**src/rtl/kalman_filter_mc_if.sv**
```systemverilog
// Measurement-in / estimate-out bus of the multi-channel Kalman filter.
// The master side is the sensor front-end; the slave side is the filter.
interface kalman_filter_mc_if #(
    parameter int STATE_BITS = 16,
    parameter int VAR_BITS   = 48,
    parameter int CW         = 2
);
    logic                         z_valid;
    logic                         z_ready;
    logic signed [STATE_BITS-1:0] z_in;
    logic        [CW-1:0]         z_ch;
    logic        [VAR_BITS-1:0]   q_var;
    logic        [VAR_BITS-1:0]   r_var;
    logic                         x_valid;
    logic signed [STATE_BITS-1:0] x_out;
    logic        [CW-1:0]         x_ch;
    logic        [VAR_BITS-1:0]   p_out;
    logic                         ch_err;

    modport master (
        output z_valid, z_in, z_ch, q_var, r_var,
        input  z_ready, x_valid, x_out, x_ch, p_out, ch_err
    );

    modport slave (
        input  z_valid, z_in, z_ch, q_var, r_var,
        output z_ready, x_valid, x_out, x_ch, p_out, ch_err
    );
endinterface

```
**src/rtl/kalman_filter_mc.sv**
```systemverilog
// Multi-channel 1D Kalman filter (A=1, B=0, H=1) sharing one datapath and a restoring divider.
// Optional macro KF_CH_CLEAR_EN adds ch_clear/ch_clear_idx for per-channel reinitialisation.
module kalman_filter_mc #(
    parameter  int CHANNELS   = 4,
    parameter  int STATE_BITS = 16,
    parameter  int VAR_BITS   = 48,
    parameter  int VAR_Q      = 30,
    parameter  int K_Q        = 16,
    localparam int CW         = (CHANNELS > 1) ? $clog2(CHANNELS) : 1
) (
    input  logic          clk,
    input  logic          rst,
`ifdef KF_CH_CLEAR_EN
    input  logic          ch_clear,
    input  logic [CW-1:0] ch_clear_idx,
`endif
    kalman_filter_mc_if.slave bus
);

    localparam int KW      = K_Q + 1;
    localparam int CNT_W   = (K_Q > 0) ? $clog2(K_Q + 1) : 1;
    localparam int RW      = STATE_BITS + 1;
    localparam int PW      = K_Q + STATE_BITS + 3;
    localparam int VW      = KW + VAR_BITS + 1;
    localparam int NCH_POW = 1 << CW;

    localparam logic [NCH_POW-1:0]  CH_MASK  = {NCH_POW{1'b1}} >> (NCH_POW - CHANNELS);
    localparam logic [VAR_BITS-1:0] P_INIT   = VAR_BITS'(1) << VAR_Q;
    localparam logic [KW-1:0]       K_ONE    = KW'(1) << K_Q;
    localparam logic [CNT_W-1:0]    CNT_LAST = CNT_W'(K_Q);
    localparam logic [PW-1:0]       HALF_P   = PW'(1) << (K_Q - 1);
    localparam logic [VW-1:0]       HALF_V   = VW'(1) << (K_Q - 1);
    localparam logic signed [PW-1:0] X_MAX   = {{(PW-STATE_BITS+1){1'b0}}, {(STATE_BITS-1){1'b1}}};
    localparam logic signed [PW-1:0] X_MIN   = ~X_MAX;

    typedef enum logic [1:0] {IDLE, PREDICT, DIVIDE, UPDATE} state_t;

    state_t state, state_nx;

    logic signed [STATE_BITS-1:0] x_mem [CHANNELS];
    logic        [VAR_BITS-1:0]   p_mem [CHANNELS];

    logic                         accept, ch_ok;
    logic                         clr_hit;
    logic        [CW-1:0]         clr_idx;
    logic signed [STATE_BITS-1:0] z_s, x_s;
    logic        [CW-1:0]         ch_s;
    logic        [VAR_BITS-1:0]   q_s, r_s, pm_s;
    logic        [VAR_BITS:0]     den_s;
    logic        [VAR_BITS+1:0]   rem;
    logic        [KW-1:0]         quot;
    logic        [CNT_W-1:0]      cnt;
    logic                         wb_kill;

    logic        [VAR_BITS:0]     p_sum;
    logic        [VAR_BITS-1:0]   pm_c;
    logic        [VAR_BITS:0]     den_c;
    logic        [VAR_BITS+1:0]   trial;
    logic                         take;
    logic        [KW-1:0]         k_eff, omk;
    logic signed [RW-1:0]         res;
    logic signed [PW-1:0]         k_ext, res_ext, prod, delta, x_sum;
    logic        [PW-1:0]         mag, rmag;
    logic signed [STATE_BITS-1:0] x_new;
    logic        [VW-1:0]         p_prod, p_rnd;
    logic        [VAR_BITS-1:0]   p_new;

    assign bus.z_ready = (state == IDLE);
    assign accept      = bus.z_valid && bus.z_ready;
    assign ch_ok       = CH_MASK[bus.z_ch];

`ifdef KF_CH_CLEAR_EN
    assign clr_hit = ch_clear && CH_MASK[ch_clear_idx];
    assign clr_idx = ch_clear_idx;
`else
    assign clr_hit = 1'b0;
    assign clr_idx = '0;
`endif

    always_ff @(posedge clk or posedge rst) begin
        if (rst) state <= IDLE;
        else     state <= state_nx;
    end

    // NOTE: every signal driven here gets a default first, so no path leaves it unassigned and no latch is inferred.
    always_comb begin
        state_nx = state;
        case (state)
            IDLE:    if (accept && ch_ok) state_nx = PREDICT;
            PREDICT: state_nx = DIVIDE;
            DIVIDE:  if (cnt == CNT_LAST) state_nx = UPDATE;
            UPDATE:  state_nx = IDLE;
            default: state_nx = IDLE;
        endcase
    end

    always_comb begin
        p_sum = {1'b0, p_mem[ch_s]} + {1'b0, q_s};
        pm_c  = p_sum[VAR_BITS] ? '1 : p_sum[VAR_BITS-1:0];
        den_c = {1'b0, pm_c} + {1'b0, r_s};

        // The first quotient bit (weight 2^K_Q) compares Pm itself; later bits shift the remainder.
        trial = (cnt == '0) ? rem : {rem[VAR_BITS:0], 1'b0};
        take  = (trial >= {1'b0, den_s});

        k_eff   = (den_s == '0) ? K_ONE : quot;
        res     = {z_s[STATE_BITS-1], z_s} - {x_s[STATE_BITS-1], x_s};
        k_ext   = {{(PW-KW){1'b0}}, k_eff};
        res_ext = {{(PW-RW){res[RW-1]}}, res};
        prod    = k_ext * res_ext;

        // Round half away from zero on the magnitude, then restore the sign.
        mag   = prod[PW-1] ? -prod : prod;
        rmag  = (mag + HALF_P) >> K_Q;
        delta = prod[PW-1] ? -rmag : rmag;
        x_sum = {{(PW-STATE_BITS){x_s[STATE_BITS-1]}}, x_s} + delta;
        if (x_sum > X_MAX)      x_new = X_MAX[STATE_BITS-1:0];
        else if (x_sum < X_MIN) x_new = X_MIN[STATE_BITS-1:0];
        else                    x_new = x_sum[STATE_BITS-1:0];

        omk    = K_ONE - k_eff;
        p_prod = {{(VW-KW){1'b0}}, omk} * {{(VW-VAR_BITS){1'b0}}, pm_s};
        p_rnd  = (p_prod + HALF_V) >> K_Q;
        p_new  = (|p_rnd[VW-1:VAR_BITS]) ? '1 : p_rnd[VAR_BITS-1:0];
    end

    // NOTE: sequential state uses non-blocking assignments so every register samples pre-edge values.
    always_ff @(posedge clk or posedge rst) begin
        if (rst) begin
            z_s         <= '0;
            x_s         <= '0;
            ch_s        <= '0;
            q_s         <= '0;
            r_s         <= '0;
            pm_s        <= '0;
            den_s       <= '0;
            rem         <= '0;
            quot        <= '0;
            cnt         <= '0;
            wb_kill     <= 1'b0;
            bus.x_valid <= 1'b0;
            bus.x_out   <= '0;
            bus.x_ch    <= '0;
            bus.p_out   <= '0;
            bus.ch_err  <= 1'b0;
        end else begin
            bus.x_valid <= 1'b0;
            bus.ch_err  <= accept && !ch_ok;
            case (state)
                IDLE: begin
                    if (accept && ch_ok) begin
                        z_s     <= bus.z_in;
                        ch_s    <= bus.z_ch;
                        q_s     <= bus.q_var;
                        r_s     <= bus.r_var;
                        wb_kill <= 1'b0;
                    end
                end
                PREDICT: begin
                    x_s   <= x_mem[ch_s];
                    pm_s  <= pm_c;
                    den_s <= den_c;
                    rem   <= {1'b0, den_c[VAR_BITS:0] - {1'b0, r_s}};
                    quot  <= '0;
                    cnt   <= '0;
                end
                DIVIDE: begin
                    rem  <= take ? (trial - {1'b0, den_s}) : trial;
                    quot <= {quot[KW-2:0], take};
                    cnt  <= cnt + 1'b1;
                end
                UPDATE: begin
                    bus.x_valid <= 1'b1;
                    bus.x_out   <= x_new;
                    bus.p_out   <= p_new;
                    bus.x_ch    <= ch_s;
                end
                default: ;
            endcase
            // A clear landing on the channel in flight wins over its pending write-back.
            if (clr_hit && (clr_idx == ch_s) && (state != IDLE)) wb_kill <= 1'b1;
        end
    end

    // NOTE: the per-channel banks are small flop arrays whose reset values are architectural, so they are reset.
    always_ff @(posedge clk or posedge rst) begin
        if (rst) begin
            for (int c = 0; c < CHANNELS; c++) begin
                x_mem[c] <= '0;
                p_mem[c] <= P_INIT;
            end
        end else begin
            if ((state == UPDATE) && !wb_kill) begin
                x_mem[ch_s] <= x_new;
                p_mem[ch_s] <= p_new;
            end
            if (clr_hit) begin
                x_mem[clr_idx] <= '0;
                p_mem[clr_idx] <= P_INIT;
            end
        end
    end

endmodule

```
**src/flat_wrapper.sv**
```systemverilog
// flat-port wrapper written by rule: the top's interface ports become plain ports
module kalman_filter_mc_flat 
#(
    parameter  int CHANNELS   = 4,
    parameter  int STATE_BITS = 16,
    parameter  int VAR_BITS   = 48,
    parameter  int VAR_Q      = 30,
    parameter  int K_Q        = 16,
    localparam int CW         = (CHANNELS > 1) ? $clog2(CHANNELS) : 1
)
  (clk, rst, bus_z_valid, bus_z_in, bus_z_ch, bus_q_var, bus_r_var, bus_z_ready, bus_x_valid, bus_x_out, bus_x_ch, bus_p_out, bus_ch_err);
  kalman_filter_mc_if #(.STATE_BITS(STATE_BITS), .VAR_BITS(VAR_BITS), .CW((2))) bus_i ();
  input  logic clk;
  input  logic rst;
  input wire logic [$bits(bus_i.z_valid)-1:0] bus_z_valid;
  input wire logic [$bits(bus_i.z_in)-1:0] bus_z_in;
  input wire logic [$bits(bus_i.z_ch)-1:0] bus_z_ch;
  input wire logic [$bits(bus_i.q_var)-1:0] bus_q_var;
  input wire logic [$bits(bus_i.r_var)-1:0] bus_r_var;
  output wire logic [$bits(bus_i.z_ready)-1:0] bus_z_ready;
  output wire logic [$bits(bus_i.x_valid)-1:0] bus_x_valid;
  output wire logic [$bits(bus_i.x_out)-1:0] bus_x_out;
  output wire logic [$bits(bus_i.x_ch)-1:0] bus_x_ch;
  output wire logic [$bits(bus_i.p_out)-1:0] bus_p_out;
  output wire logic [$bits(bus_i.ch_err)-1:0] bus_ch_err;
  assign bus_i.z_valid = bus_z_valid;
  assign bus_i.z_in = bus_z_in;
  assign bus_i.z_ch = bus_z_ch;
  assign bus_i.q_var = bus_q_var;
  assign bus_i.r_var = bus_r_var;
  assign bus_z_ready = bus_i.z_ready;
  assign bus_x_valid = bus_i.x_valid;
  assign bus_x_out = bus_i.x_out;
  assign bus_x_ch = bus_i.x_ch;
  assign bus_p_out = bus_i.p_out;
  assign bus_ch_err = bus_i.ch_err;
  kalman_filter_mc #(.CHANNELS(CHANNELS), .STATE_BITS(STATE_BITS), .VAR_BITS(VAR_BITS), .VAR_Q(VAR_Q), .K_Q(K_Q)) u_core (.clk(clk), .rst(rst), .bus(bus_i));
endmodule
```
**config.mk**
```make
export PLATFORM = sky130hd
export DESIGN_NAME = kalman_filter_mc_flat
export DESIGN_NICKNAME = d
export VERILOG_FILES = /design/src/rtl/kalman_filter_mc_if.sv /design/src/rtl/kalman_filter_mc.sv /design/src/flat_wrapper.sv
export SDC_FILE = /design/constraint.sdc
export NUM_CORES = 2
export LEC_CHECK = 0
export ABC_CLOCK_PERIOD_IN_PS = 24700
export CAP_MARGIN = 30
export CORE_MARGIN = 3
export CORE_UTILIZATION = 55
export CTS_BUF_LIST = sky130_fd_sc_hd__clkbuf_4 sky130_fd_sc_hd__clkbuf_8
export DETAILED_ROUTE_END_ITERATION = 7
export GPL_ROUTABILITY_DRIVEN = 0
export PLACE_DENSITY = 0.72
export SLEW_MARGIN = 10
export SYNTH_ARGS = -nofsm -noshare
export SYNTH_HDL_FRONTEND = slang
export SYNTH_SLANG_ARGS = --single-unit
```
**constraint.sdc**
```tcl
create_clock -name clk -period 24.7 [get_ports clk]
set_input_delay 4.94 -clock clk [delete_from_list [all_inputs] [get_ports clk]]
set_output_delay 4.94 -clock clk [all_outputs]
set_load 0.05 [all_outputs]
```
==> metrics.log <==
INFO  metric run_status = completed
INFO  metric worst_slew_margin_rel = 0.315
INFO  metric period_share = 0.799
INFO  metric die_w = roughly 380 um
INFO  metric detailed_place_hpwl = approximately 170000 um
INFO  metric cp.buffers_inverters = 7
INFO  metric critical_path_arrival = 20390 ps
INFO  metric timing.critical_path.from_type = register
INFO  metric clkLatencyLatePin = 880 ps
INFO  metric rows = 135
INFO  metric synthesis.area = ~76000 sq um
INFO  metric post_drt_wl_per_cell = 21.4 um
INFO  metric io_pins = around 190
INFO  metric synth-seq-area-share = 0.206
INFO  metric worstHoldPathType = reg -> reg
INFO  metric syn_nets = roughly 10000
INFO  metric warnings_from_yosys = 0
INFO  metric worst-r2r-setup-slack = approximately 5000 ps
INFO  metric cp_common_cell = o21ai_0
INFO  metric mean_instance_size_in_the_synthesized_netlist = 8.88 sq um
INFO  metric worst_r2r_endpoint = u_core.x_mem[59]
INFO  metric async_reset_ff_frac = 1.00
INFO  metric number_of_cells_traversed_by_the_worst_hold_path = 2
INFO  metric clock_tree_from_tritoncts = done
INFO  metric die_span_in_y = between 300 and 400 um
INFO  metric wire_length_of_the_first_global_routing_pass = approximately 350000 um
INFO  metric drc_errors_left = 0
INFO  metric ctsHtreeMaxLevel = 3
INFO  metric cts.hold.buffers_added = 0
INFO  metric floorplan.initialDensity = 0.557
INFO  metric critical_path.top_delay_family = compound AO/OA/AOI/OAI gates
INFO  metric worst_setup_path_type = reg -> reg
INFO  metric hold_viol_final = 0
INFO  metric drt-initial-drc-count = approximately 5700
INFO  metric timing.setup.tns = 0 ps
INFO  metric ys_seq_elements = around 620
INFO  metric numPortBuffers = 184
INFO  metric slew_viol_final = 0
INFO  metric r2r.worst_path.cells = 65
INFO  metric setup_viol = 0
INFO  metric floorplan.die_area = approximately 140000 sq um
INFO  metric drt_pass1_iterations = 8
INFO  metric max_cap_viol_count = 0
INFO  metric clock_sinks = roughly 620
INFO  metric avgViaCountPerCell = roughly 6
INFO  metric largest_net_degree_at_the_start_of_global_routing = 135
INFO  metric area_growth_syn_to_layout = 8.07%
INFO  metric end_kind = register
INFO  metric ys.flop_type = dfrtp_1
INFO  metric fmax = ~50 MHz
INFO  metric crit_fanout = 75
INFO  metric layout-drive-gt1-share = 0.0802
INFO  metric via_count = just over 60000
INFO  metric critPathCapture = u_core.x_mem[59]
INFO  metric root_buffer = clkbuf_8
INFO  metric worstSetupPathDepth = 65
INFO  metric core-area = about 140000 sq um
INFO  metric clock_pin_transition_on_the_worst_setup_and_hold_timing_paths = 70 ps
INFO  metric cp-startpoint = u_core.x_s[0]
INFO  metric grt_pass1_vias = 63000
INFO  metric rsz0062_at_grt = no
INFO  metric layout_min_cycle_time = 19730 ps
INFO  metric synth.distinct_cells = between 90 and 100
INFO  metric detailed_route_wl = around 220000 um
INFO  metric design.final.nets = roughly 10000
INFO  metric post_cts.repair.setup_buffers = 0
INFO  metric number_of_flops_mapped_to_enable_cells_by_yosys = 0
INFO  metric antenna_violations_before_repair = 5
INFO  metric required = roughly 25000 ps
INFO  metric n_fill_cell = 11600
INFO  metric r2r-start = u_core.x_s[0]
INFO  metric cts.path.max_buffers = 3
INFO  metric ant_nets = 0
INFO  metric fin_skew = approximately 86 ps
INFO  metric grt.total_usage = 0.314
INFO  metric slowest_delay = around 670 ps
INFO  metric critical_path_top_delay_cell = o2111a_1
INFO  metric cts_resized = 0
INFO  metric tritoncts_buffers = 111
INFO  metric worst_pin_slew = 1030 ps
INFO  metric postSynthCellCount = ~8500
INFO  metric globalRoute.totalOverflow = 0
-- cell usage in the layout, fill, tap and decap left out, types with 209 or more instances in the layout --
| cell | instances |
|---|---|
| o21ai_0 | 317 |
| dfrtp_1 | 617 |
| and2_1 | 268 |
| a21oi_1 | 488 |
| inv_1 | 1154 |
| xnor2_1 | 209 |
| fa_1 | 920 |
| ha_1 | 556 |
| nor2_1 | 673 |
| nand2_1 | 1124 |
-- cell usage after synthesis (18+ instances only) --
| cell | count | area share |
|---|---|---|
| and3_1 | 104 | 0.0086 |
| o21a_1 | 34 | 0.0034 |
| o211ai_1 | 31 | 0.0031 |
| a21oi_1 | 488 | 0.032 |
| xnor2_1 | 222 | 0.026 |
| nor2_1 | 675 | 0.033 |
| nor3_1 | 87 | 0.0057 |
| nand4_1 | 46 | 0.0038 |
| and2_1 | 268 | 0.022 |
| fa_1 | 920 | 0.24 |
| o22ai_1 | 21 | 0.0017 |
| nand2_1 | 1126 | 0.056 |
| a21o_1 | 164 | 0.016 |
| nor4_1 | 38 | 0.0031 |
| dfrtp_1 | 620 | 0.20 |
| mux2_2 | 192 | 0.028 |
| inv_1 | 1155 | 0.057 |
| nor2b_1 | 45 | 0.0037 |
| or2_2 | 30 | 0.0025 |
| a211oi_1 | 33 | 0.0033 |
| buf_1 | 73 | 0.0036 |
| o21bai_1 | 48 | 0.0047 |
| nand3_1 | 98 | 0.0065 |
| xor2_1 | 95 | 0.011 |
| nand2b_1 | 50 | 0.0041 |
| ha_1 | 561 | 0.092 |
| a31oi_1 | 167 | 0.014 |
| mux4_2 | 64 | 0.019 |
| a21boi_0 | 25 | 0.0025 |
| o2111ai_1 | 18 | 0.0021 |
| clkbuf_1 | 368 | 0.018 |
| o31ai_1 | 19 | 0.0019 |
| o21ai_0 | 318 | 0.021 |
| or3_1 | 26 | 0.0021 |
| mux2i_1 | 19 | 0.0025 |
-- state kept, by name (all words and copies together) (netlist names), 17 cells and up --
name / count
u_core.rem: 50
u_core.bus.p_out: 48
u_core.pm_s: 48
u_core.p_mem: 192
u_core.den_s: 49
u_core.quot: 17
u_core.r_s: 48
u_core.x_mem: 64
u_core.q_s: 48
-- cells by family (layout without fill, tap and decap cells) --
| group | Yosys count | in the layout | synth area share |
|---|---|---|---|
| DFF | 624 | 624 | 0.206 |
| buffers and inverters | 1622 | 1653 | 0.0816 |
| adders and majority gates | 1481 | 1481 | 0.335 |
| AOI/OAI and AO/OA | 1552 | 1552 | 0.129 |
| other | 1 | 5 | 0.0000494 |
| xor gates and xnor gates | 317 | 317 | 0.0366 |
| muxes | 275 | 275 | 0.0500 |
| and+or+nand+nor | 2677 | 2677 | 0.162 |
-- per-stage QoR --
step                std cells  hold slack [ps]  cell area (sq um)   util  setup slack (ps)
finish                  10400              477              82000  0.602              4970
global route            10400              490              82000  0.602              3520
CTS                     10400              479              81800  0.600              5500
detailed placement      10200              466              79200  0.581              5630
global placement        10100              457              79100  0.580              6340
floorplan                8549              445              75900      -              2290
-- worst reg2reg max path, delay by kind of cell (launching register included) --
family | cells | cell delay [ps]
buf+inv | 7 | 1770
simple gates | 15 | 4200
fa+ha+maj | 11 | 4590
xor+xnor | 3 | 500
flops | 1 | 410
compound gates | 29 | 8070
-- layer usage --
metal / track usage / wire length, um / vias up
li1: - / - / 27900
met1: 0.430 / 91600 / 31000
met2: 0.489 / 99300 / 2857
met3: 0.0727 / 22200 / 524
met4: 0.111 / 8340 / 0
met5: 0 / 0 / -
-- worst min path at each step --
| stage | startpoint | end | slack [ps] |
|---|---|---|---|
| finish | u_core.p_mem[59] | u_core.p_mem[59] | 480 |
| detailed placement | u_core.p_mem[69] | u_core.p_mem[69] | 470 |
| floorplan | u_core.p_mem[48] | u_core.p_mem[48] | 440 |
| global route | u_core.p_mem[49] | u_core.p_mem[49] | 490 |
| global placement | u_core.p_mem[5] | u_core.p_mem[5] | 460 |
| CTS | u_core.p_mem[73] | u_core.p_mem[73] | 480 |
-- layout make-up --
type                            count  area [sq um]  area share
Clock buffer                      164          2160      0.0264
Inverter                         1159          4360      0.0532
Sequential cell                   624         15600       0.191
Antenna cell                        4          10.0    0.000122
Multi-Input combinational cell   6303         54400       0.663
Tap cell                         1781          2230      0.0272
Clock inverter                     34           447     0.00545
Timing Repair Buffer              296          2830      0.0345
Power is not shown: default switching activity piles up to over one toggle a cycle in this logic, so the estimate is an artifact.
